[src/rtl/bp_fe_queue_roll_fifo_pkg.sv]
// Shared types for the FE fetch queue: read-pointer update selection.
// The queued packet itself is opaque bits; no packet types live here.
package bp_fe_queue_roll_fifo_pkg;

  typedef enum logic [1:0] {
    rd_hold   = 2'd0,
    rd_adv    = 2'd1,
    rd_rewind = 2'd2,
    rd_flush  = 2'd3
  } rd_op_e;

  // Flush beats rewind beats a consumer take; a take while rewinding is dropped.
  function automatic rd_op_e rd_op_sel(input logic clr, input logic roll, input logic yumi_ok);
    rd_op_e op;
    op = rd_hold;
    if (clr)          op = rd_flush;
    else if (roll)    op = rd_rewind;
    else if (yumi_ok) op = rd_adv;
    return op;
  endfunction

endpackage

[src/rtl/bp_fe_queue_roll_fifo_if.sv]
// Producer/consumer/control bundle for the FE fetch queue.
// Handshake: enqueue fires when v_i & ready_o; a take fires when yumi_i (only legal with v_o).
interface bp_fe_queue_roll_fifo_if #(parameter int width_p = 128) ();
  logic [width_p-1:0] data_i;
  logic               v_i;
  logic               ready_o;
  logic [width_p-1:0] data_o;
  logic               v_o;
  logic               yumi_i;
  logic               roll_i;
  logic               deq_i;
  logic               clr_i;
  logic               empty_o;

  modport master (
    output data_i, v_i, yumi_i, roll_i, deq_i, clr_i,
    input  ready_o, data_o, v_o, empty_o
  );

  modport slave (
    input  data_i, v_i, yumi_i, roll_i, deq_i, clr_i,
    output ready_o, data_o, v_o, empty_o
  );
endinterface

[src/rtl/bp_fe_queue_ptr.sv]
// Wrapping pointer with async clear; a load takes priority over an increment.
module bp_fe_queue_ptr #(
  parameter int ptr_width_p = 4
) (
  input  logic                   clk_i,
  input  logic                   reset_n_i,
  input  logic                   inc_i,
  input  logic                   set_i,
  input  logic [ptr_width_p-1:0] set_val_i,
  output logic [ptr_width_p-1:0] ptr_o
);

  always_ff @(posedge clk_i or negedge reset_n_i) begin
    if (!reset_n_i)  ptr_o <= '0;
    else if (set_i)  ptr_o <= set_val_i;
    else if (inc_i)  ptr_o <= ptr_o + 1'b1;
  end

endmodule

[src/rtl/bp_fe_queue_roll_fifo.sv]
// FE fetch queue with speculative read: write, speculative read and commit pointers.
// Rolling rewinds the read pointer to the oldest uncommitted entry for replay.
module bp_fe_queue_roll_fifo
  import bp_fe_queue_roll_fifo_pkg::*;
#(
  parameter int els_p   = 8,
  parameter int width_p = 128
) (
  input logic clk_i,
  input logic reset_n_i,
  bp_fe_queue_roll_fifo_if.slave q
);

  localparam int idx_width_lp = $clog2(els_p);
  localparam int ptr_width_lp = idx_width_lp + 1;

  logic [ptr_width_lp-1:0] wptr, rptr, cptr, cptr_after;
  logic [ptr_width_lp-1:0] r_set_val;
  logic                    r_set, r_inc;
  logic                    full, enq, yumi_ok, deq_ok;
  rd_op_e                  rd_op;

  logic [width_p-1:0] mem [els_p];

  // Full is judged against the commit pointer so unretired entries stay intact.
  assign full = (wptr[idx_width_lp-1:0] == cptr[idx_width_lp-1:0])
              & (wptr[ptr_width_lp-1] != cptr[ptr_width_lp-1]);

  assign q.ready_o = ~full;
  assign q.v_o     = (rptr != wptr);
  assign q.empty_o = (cptr == wptr);
  assign q.data_o  = mem[rptr[idx_width_lp-1:0]];

  assign enq     = q.v_i & ~full & ~q.clr_i;
  assign yumi_ok = q.yumi_i & q.v_o;
  assign deq_ok  = q.deq_i & (cptr != rptr) & ~q.clr_i;

  // A roll in the same cycle as a commit must land on the post-commit entry.
  assign cptr_after = cptr + {{(ptr_width_lp-1){1'b0}}, deq_ok};
  assign rd_op      = rd_op_sel(q.clr_i, q.roll_i, yumi_ok);

  always_comb begin
    r_set     = 1'b0;
    r_inc     = 1'b0;
    r_set_val = wptr;
    case (rd_op)
      rd_flush:  r_set = 1'b1;
      rd_rewind: begin
        r_set     = 1'b1;
        r_set_val = cptr_after;
      end
      rd_adv:    r_inc = 1'b1;
      default:   ;
    endcase
  end

  bp_fe_queue_ptr #(.ptr_width_p(ptr_width_lp)) w_ptr (
    .clk_i(clk_i), .reset_n_i(reset_n_i),
    .inc_i(enq), .set_i(1'b0), .set_val_i('0), .ptr_o(wptr)
  );

  bp_fe_queue_ptr #(.ptr_width_p(ptr_width_lp)) r_ptr (
    .clk_i(clk_i), .reset_n_i(reset_n_i),
    .inc_i(r_inc), .set_i(r_set), .set_val_i(r_set_val), .ptr_o(rptr)
  );

  bp_fe_queue_ptr #(.ptr_width_p(ptr_width_lp)) c_ptr (
    .clk_i(clk_i), .reset_n_i(reset_n_i),
    .inc_i(deq_ok), .set_i(q.clr_i), .set_val_i(wptr), .ptr_o(cptr)
  );

  // Storage is deliberately unreset; contents are only visible while v_o is high.
  always_ff @(posedge clk_i) begin
    if (enq) mem[wptr[idx_width_lp-1:0]] <= q.data_i;
  end

  a_yumi_legal: assert property (@(posedge clk_i) disable iff (!reset_n_i)
    q.yumi_i |-> q.v_o);
  a_deq_legal: assert property (@(posedge clk_i) disable iff (!reset_n_i)
    (q.deq_i && !q.clr_i) |-> (cptr != rptr));

endmodule
[src/flat_wrapper.sv]
// flat-port wrapper written by rule: the top's interface ports become plain ports
module bp_fe_queue_roll_fifo_flat import bp_fe_queue_roll_fifo_pkg::*;
#(
  parameter int els_p   = 8,
  parameter int width_p = 128
)
  (clk_i, reset_n_i, q_data_i, q_v_i, q_yumi_i, q_roll_i, q_deq_i, q_clr_i, q_ready_o, q_data_o, q_v_o, q_empty_o);
  bp_fe_queue_roll_fifo_if #(.width_p(width_p)) q_i ();
  input logic clk_i;
  input logic reset_n_i;
  input wire logic [$bits(q_i.data_i)-1:0] q_data_i;
  input wire logic [$bits(q_i.v_i)-1:0] q_v_i;
  input wire logic [$bits(q_i.yumi_i)-1:0] q_yumi_i;
  input wire logic [$bits(q_i.roll_i)-1:0] q_roll_i;
  input wire logic [$bits(q_i.deq_i)-1:0] q_deq_i;
  input wire logic [$bits(q_i.clr_i)-1:0] q_clr_i;
  output wire logic [$bits(q_i.ready_o)-1:0] q_ready_o;
  output wire logic [$bits(q_i.data_o)-1:0] q_data_o;
  output wire logic [$bits(q_i.v_o)-1:0] q_v_o;
  output wire logic [$bits(q_i.empty_o)-1:0] q_empty_o;
  assign q_i.data_i = q_data_i;
  assign q_i.v_i = q_v_i;
  assign q_i.yumi_i = q_yumi_i;
  assign q_i.roll_i = q_roll_i;
  assign q_i.deq_i = q_deq_i;
  assign q_i.clr_i = q_clr_i;
  assign q_ready_o = q_i.ready_o;
  assign q_data_o = q_i.data_o;
  assign q_v_o = q_i.v_o;
  assign q_empty_o = q_i.empty_o;
  bp_fe_queue_roll_fifo #(.els_p(els_p), .width_p(width_p)) u_core (.clk_i(clk_i), .reset_n_i(reset_n_i), .q(q_i));
endmodule
[config.mk]
export PLATFORM = sky130hd
export DESIGN_NAME = bp_fe_queue_roll_fifo_flat
export DESIGN_NICKNAME = d
export VERILOG_FILES = /design/src/rtl/bp_fe_queue_roll_fifo_pkg.sv /design/src/rtl/bp_fe_queue_roll_fifo_if.sv /design/src/rtl/bp_fe_queue_ptr.sv /design/src/rtl/bp_fe_queue_roll_fifo.sv /design/src/flat_wrapper.sv
export SDC_FILE = /design/constraint.sdc
export NUM_CORES = 1
export LEC_CHECK = 0
export ABC_AREA = 1
export CAP_MARGIN = 20
export CORE_MARGIN = 1.5
export CORE_UTILIZATION = 53
export CTS_BUF_LIST = sky130_fd_sc_hd__clkbuf_16
export CTS_CLUSTER_SIZE = 10
export DETAILED_ROUTE_END_ITERATION = 8
export PLACE_DENSITY = 0.72
export SYNTH_ARGS = -nofsm -noshare
export SYNTH_HDL_FRONTEND = slang
export SYNTH_HIERARCHICAL = 1
export SYNTH_SLANG_ARGS = --single-unit
[constraint.sdc]
create_clock -name clk_i -period 7.1 [get_ports clk_i]
set_clock_uncertainty 0.05 [all_clocks]
set_input_delay 1.065 -clock clk_i [delete_from_list [all_inputs] [get_ports clk_i]]
set_output_delay 1.065 -clock clk_i [all_outputs]
set_load 0.005 [all_outputs]
==> results of run 1 <==
-- cell usage in the layout, fill, tap and decap left out, drive strengths merged, types with 6 or more instances in the layout --
cell,count
dfrtp,12
buf,39
nor2,787
conb,10
diode,7
nand2,427
edfxtp,1024
o21ai,774
clkinv,6
clkbuf,116
nand3,19
clkdlybuf4s50,265
inv,41
xor2,9
-- stage by stage --
step	area [sq um]	hold slack (ns)
CTS	47600	0.589
global placement	44500	0.577
floorplan	41100	0.478
detailed placement	44500	0.581
global route	47600	0.633
finish	47600	0.600
-- power by group --
group	internal [mW]	switching [mW]	total (mW)
sequential	6.89	0.105	6.99
clock	2.88	2.16	5.04
combinational	1.03	1.56	2.59
total	10.8	3.83	14.6
-- worst min path at each step --
| stage | startpoint | endpoint | slack, ns |
|---|---|---|---|
| floorplan | u_core/r_ptr/ptr_o[1] | u_core/r_ptr/ptr_o[1] | 0.48 |
| global placement | u_core/c_ptr/ptr_o[3] | u_core/c_ptr/ptr_o[3] | 0.58 |
| detailed placement | u_core/c_ptr/ptr_o[3] | u_core/c_ptr/ptr_o[3] | 0.58 |
| CTS | u_core/c_ptr/ptr_o[3] | u_core/c_ptr/ptr_o[3] | 0.59 |
| global route | u_core/c_ptr/ptr_o[3] | u_core/c_ptr/ptr_o[3] | 0.63 |
| finish | u_core/c_ptr/ptr_o[3] | u_core/c_ptr/ptr_o[3] | 0.60 |
-- layout make-up --
type / count / share of cell area [%]
multi-input cells: 2052 / 18.8
repair buffers: 304 / 6.51
well taps: 1030 / 2.71
inverters: 23 / 0.208
clock inverters: 25 / 0.395
flip-flops and latches: 1036 / 65.3
clock buffers: 116 / 6.10
diodes: 7 / 0.0368
-- flip-flops by register name (all words and copies together), names as in the netlist --
signal              flops
u_core/w_ptr/ptr_o      4
u_core/r_ptr/ptr_o      4
u_core/c_ptr/ptr_o      4
u_core/mem           1024
-- critical path: stages, from the launching register on --
cell and delay [ns]:
dfrtp_4 0.77, buf_12 0.56, buf_12 0.58, nor2_1 0.12, nor2_1 0.12, o21ai_1 0.07, o21ai_1 0.12, nand2_1 0.06
nand2_1 0.20, clkdlybuf4s50_1 0.54
-- cell families after synthesis --
kind of cell,Yosys count
compound gates,785
xor+xnor,14
fa+ha+maj,5
buf+inv,225
flops,1036
mux,1
other cells,1
simple gates,1237
-- per-layer routing --
| metal | global-route usage, % | wire (um) | vias to the layer above |
|---|---|---|---|
| met5 | 0 | 147 | - |
| met4 | 7.40 | 1940 | 22 |
| met3 | 4.48 | 6320 | 177 |
| met2 | 37.2 | 44000 | 747 |
| met1 | 31.3 | 38400 | 12400 |
| li1 | - | - | 12100 |
==> impl_metrics.json, run 1 <==
{
  "ys_async_sr_fraction_pct": 1.16,
  "finalSetupTns_ns": 0,
  "synth_compound_area_share_pct": 9.62,
  "gp_congestion": 0.794,
  "ys_seq_area_share_pct": 75.6,
  "die-area_sq_um": 79200,
  "utilization_pct": 62.3,
  "post_drt_via_cell_ratio": 5.53,
  "peakVddDrop_uv": 189,
  "cts_sinks": 1036,
  "maxCapViolCount": 0,
  "worst-setup-path-type": "flop to output pin",
  "antenna_left": 0,
  "slew_violations": 0,
  "grt_overflow": 0,
  "htree_levels": 3,
  "nFillCells": 5671,
  "ys_warn_count": 6,
  "place_ws_ns": 2.51,
  "initial_core_util_pct": 53.8,
  "worstHoldPathCells": 2,
  "cts_buffers": 115,
  "ctsRootBufferMaster": "clkbuf_16",
  "arrival_ns": 4.32,
  "io_pins": 266,
  "synth_top_family_by_area": "simple AND/OR/NAND/NOR gates",
  "rsz0062_at_grt": "no",
  "synth_seq_cells": 1036,
  "fin_nets": 3672,
  "cts_resized": 0,
  "fp.dieW_um": 281,
  "min_period_over_period_pct": 76.6,
  "port-buffer-count": 265,
  "period_minus_slack_ns": 5.44,
  "worst_pin_slew_ns": 1.36,
  "synthSimpleGateAreaFrac_pct": 11.4,
  "synthTopCellsByCount": "1024 x edfxtp_1, 787 x nor2_1, 427 x nand2_1, 417 x o21ai_1, 357 x o21ai_0",
  "r2r-end": "u_core/mem[1][6]",
  "cp-startpoint": "u_core/r_ptr/ptr_o[0]",
  "synth_cell_type_count": 25,
  "worstHoldPathType": "flop to flop",
  "vias": 25400,
  "first_pass_iters": 7,
  "seqCellArea_sq_um": 31100,
  "cts.path.max_buffers": 3,
  "finalSetupViolCount": 0,
  "avgSynthCellArea_sq_um": 12.4,
  "post-dp-hpwl_um": 44500,
  "antenna_found_initial": 15,
  "hold_violations": 0,
  "layout-drive-gt1-share_pct": 5.03,
  "worstReg2RegStart": "u_core/w_ptr/ptr_o[0]",
  "wl_um": 90900,
  "fin_cells": 4593,
  "end_kind": "output pin",
  "r2r_slack_ns": 3.31,
  "synth_mux_area_share_pct": 0.0244,
  "cp.required_ns": 5.98,
  "syn2layout_area_growth_pct": 15.8,
  "post-synth-top-count-cell": "edfxtp_1",
  "p_per_area_nw_per_um2": 308,
  "power_leakage_nw": 16.1,
  "status": "finished clean",
  "rows": 101,
  "grt_pass1_vias": 24300,
  "slew-limit-headroom_pct": 9.51,
  "grt_usage_pct": 22.9,
  "drc_errors": 0,
  "ctsHoldBuffers": 0,
  "post_cts_buffers": 0,
  "placed_cells": 4445,
  "crit_fanout": 232,
  "netlist_top_cells_area": "edfxtp_1 75%, nor2_1 7.2%, o21ai_1 5.1%",
  "worstSkewPairLatency_ns": 0.66,
  "yosysTopAreaCellShare_pct": 74.8,
  "cp-start-kind": "flop",
  "synth.cell_area_sq_um": 41100,
  "worst_slack_ns": 1.66,
  "crit_end": "q_data_o[31]",
  "worst_r2r_path_depth": 7,
  "path_clk_slew_ns": 0.06,
  "synth_edf_count": 1024,
  "power.total_mw": 14.6,
  "synth_fa_ha_area_share_pct": 0.152,
  "synth_top_area_cell": "edfxtp_1",
  "die_y_um": 281,
  "synthXorXnorAreaFrac_pct": 0.298,
  "wl_per_cell_um": 19.8,
  "cts_tree": "done",
  "grt_pass1_wl_um": 139000,
  "core_area_sq_um": 76300,
  "netlist_instances": 3304,
  "max_freq_mhz": 184,
  "ys.flop_type": "edfxtp_1",
  "multiInputGateArea_sq_um": 8920,
  "grt_start_max_net_pins": 233,
  "drtIter0Drc": 2241
}
Note: power is estimated with default switching activity, not from simulation.
==> run 2: changes to the inputs <==
==> constraint.sdc (replaced) <==
create_clock -name clk_i -period 4.9 [get_ports clk_i]
set_clock_uncertainty 0.05 [all_clocks]
set_input_delay 0.735 -clock clk_i [delete_from_list [all_inputs] [get_ports clk_i]]
set_output_delay 0.735 -clock clk_i [all_outputs]
set_load 0.005 [all_outputs]
==> impl_metrics.json, run 2 (synthesized netlist as in run 1, its figures left out) <==
{
  "status": "finished clean",
  "wl_um": 92800,
  "grt_pass1_wl_um": 141000,
  "worstSkewPairLatency_ns": 0.65,
  "dpl_cell_area_sq_um": 44600,
  "worst_r2r_path_depth": 11,
  "rows": 101,
  "seq_power_share_pct": 47.7,
  "core_area_sq_um": 76300,
  "worstReg2RegStart": "u_core/r_ptr/ptr_o[2]",
  "drc_errors": 0,
  "end_kind": "output pin",
  "path_clk_slew_ns": 0.05,
  "gp_congestion": 0.799,
  "cts_buffers": 114,
  "slew-limit-headroom_pct": 9.67,
  "max_freq_mhz": 235,
  "htree_levels": 3,
  "final_cell_mix": "1024 x edfxtp_1, 779 x nor2_1, 427 x nand2_1",
  "vias": 25600,
  "post_drt_via_cell_ratio": 5.57,
  "antenna_left": 0,
  "arrival_ns": 3.48,
  "worst_slack_ns": 0.640,
  "worst_pin_slew_ns": 1.35,
  "fp.dieW_um": 281,
  "port-buffer-count": 265,
  "syn2layout_area_growth_pct": 16.1,
  "p_per_area_nw_per_um2": 445,
  "drtIter0Drc": 2607,
  "hold_violations": 0,
  "cts_tree": "done",
  "fin_nets": 3673,
  "worstHoldPathType": "input pin to asynchronous set/reset pin",
  "grt_usage_pct": 23.4,
  "maxCapViolCount": 0,
  "power.total_mw": 21.2,
  "layout-drive-gt1-share_pct": 4.91,
  "cts.path.max_buffers": 3,
  "r2r-end": "u_core/r_ptr/ptr_o[2]",
  "grt_overflow": 0,
  "cp.required_ns": 4.12,
  "die_y_um": 281,
  "p_int_mw": 15.7,
  "min_period_over_period_pct": 86.9,
  "power_leakage_nw": 16.2,
  "rsz0062_at_grt": "no",
  "cts_sinks": 1036,
  "fin_area_sq_um": 47700,
  "nFillCells": 5717,
  "ctsHoldBuffers": 0,
  "cp-start-kind": "flop",
  "p_sw_mw": 5.56,
  "worst-setup-path-type": "flop to output pin",
  "io_pins": 266,
  "post_cts_buffers": 0,
  "finalSetupViolCount": 0,
  "place_ws_ns": 1.39,
  "largest_reg_flops": 1024,
  "p_comb_share_pct": 18.1,
  "layout_commonest_cell": "edfxtp_1",
  "ctsRootBufferMaster": "clkbuf_16",
  "first_pass_iters": 6,
  "grt_pass1_vias": 24400,
  "die-area_sq_um": 79200,
  "slew_violations": 0,
  "swShare_pct": 26.2,
  "wl_per_cell_um": 20.2,
  "post-dp-hpwl_um": 46800,
  "p_clk_share_pct": 34.2,
  "initial_core_util_pct": 53.8,
  "r2r_slack_ns": 1.46,
  "cts_resized": 0,
  "period_minus_slack_ns": 4.26,
  "crit_fanout": 219,
  "grt_start_max_net_pins": 220,
  "antenna_found_initial": 13,
  "peakVddDrop_uv": 299
}
[run 2: cell count changes in the layout (fill, tap and decap cells not counted), sizes merged]
cell      before  now
clkinvlp       1    0
buf           39   41
clkinv         6    4
diode          7    6
inv           41   51
[run 2: how the worst max path moves through the flow]
| stage | startpoint | endpoint | slack [ns] | depth (start not counted) |
|---|---|---|---|---|
| floorplan | u_core/w_ptr/ptr_o[0] | u_core/mem[1][0] | -0.15 | 7 |
| global placement | q_clr_i | u_core/mem[7][50] | 1.43 | 5 |
| detailed placement | q_clr_i | u_core/mem[7][46] | 1.39 | 5 |
| CTS | u_core/r_ptr/ptr_o[0] | q_data_o[34] | 0.76 | 7 |
| global route | u_core/r_ptr/ptr_o[0] | q_data_o[26] | 0.62 | 7 |
| finish | u_core/r_ptr/ptr_o[0] | q_data_o[57] | 0.64 | 6 |
[run 2: through the flow]
| step | util (%) | instances | hold WS [ns] | setup TNS [ns] |
|---|---|---|---|---|
| after floorplan | - | 3313 | 0.389 | -149.06 |
| after global placement | 58.4 | 4447 | 0.546 | 0 |
| after detailed placement | 58.4 | 4447 | 0.555 | 0 |
| after CTS | 62.5 | 4595 | 0.411 | 0 |
| after global routing | 62.5 | 4599 | 0.444 | 0 |
| final | 62.5 | 4601 | 0.432 | 0 |
[run 2: worst max-delay path, cell delays in order, from the launching register on]
cell,delay [ns]
dfrtp_4,0.55
buf_12,0.46
o21ai_0,0.30
o21ai_1,0.20
nand2_1,0.16
nand2_1,0.14
clkdlybuf4s50_1,0.51
[run 2: area by class of cell]
| type | count | area [sq um] | area share (%) |
|---|---|---|---|
| Sequential cell | 1036 | 31100 | 65.1 |
| Multi-Input combinational cell | 2052 | 8920 | 18.7 |
| Timing Repair Buffer | 306 | 3240 | 6.78 |
| Clock buffer | 116 | 2900 | 6.09 |
| Tap cell | 1030 | 1290 | 2.70 |
| Clock inverter | 32 | 178 | 0.372 |
| Inverter | 23 | 98.8 | 0.207 |
| Antenna cell | 6 | 15.0 | 0.0315 |
[run 2: metal layers]
metal | vias up | wire length [um] | track usage [%]
li1 | 12100 | - | -
met1 | 12600 | 39900 | 33.2
met2 | 839 | 44600 | 37.4
met3 | 139 | 6300 | 4.07
met4 | 16 | 1850 | 7.03
met5 | - | 100 | 0
[run 2: power by group through the flow]
stage               Sequential, mW  Combinational, mW  Clock, mW
floorplan                     10.2               2.25          0
CTS                           10.1               3.87       7.40
global route                  10.1               4.25       7.74
finish                        10.1               3.84       7.26
global placement              10.3               3.79          0
detailed placement            10.3               3.83          0
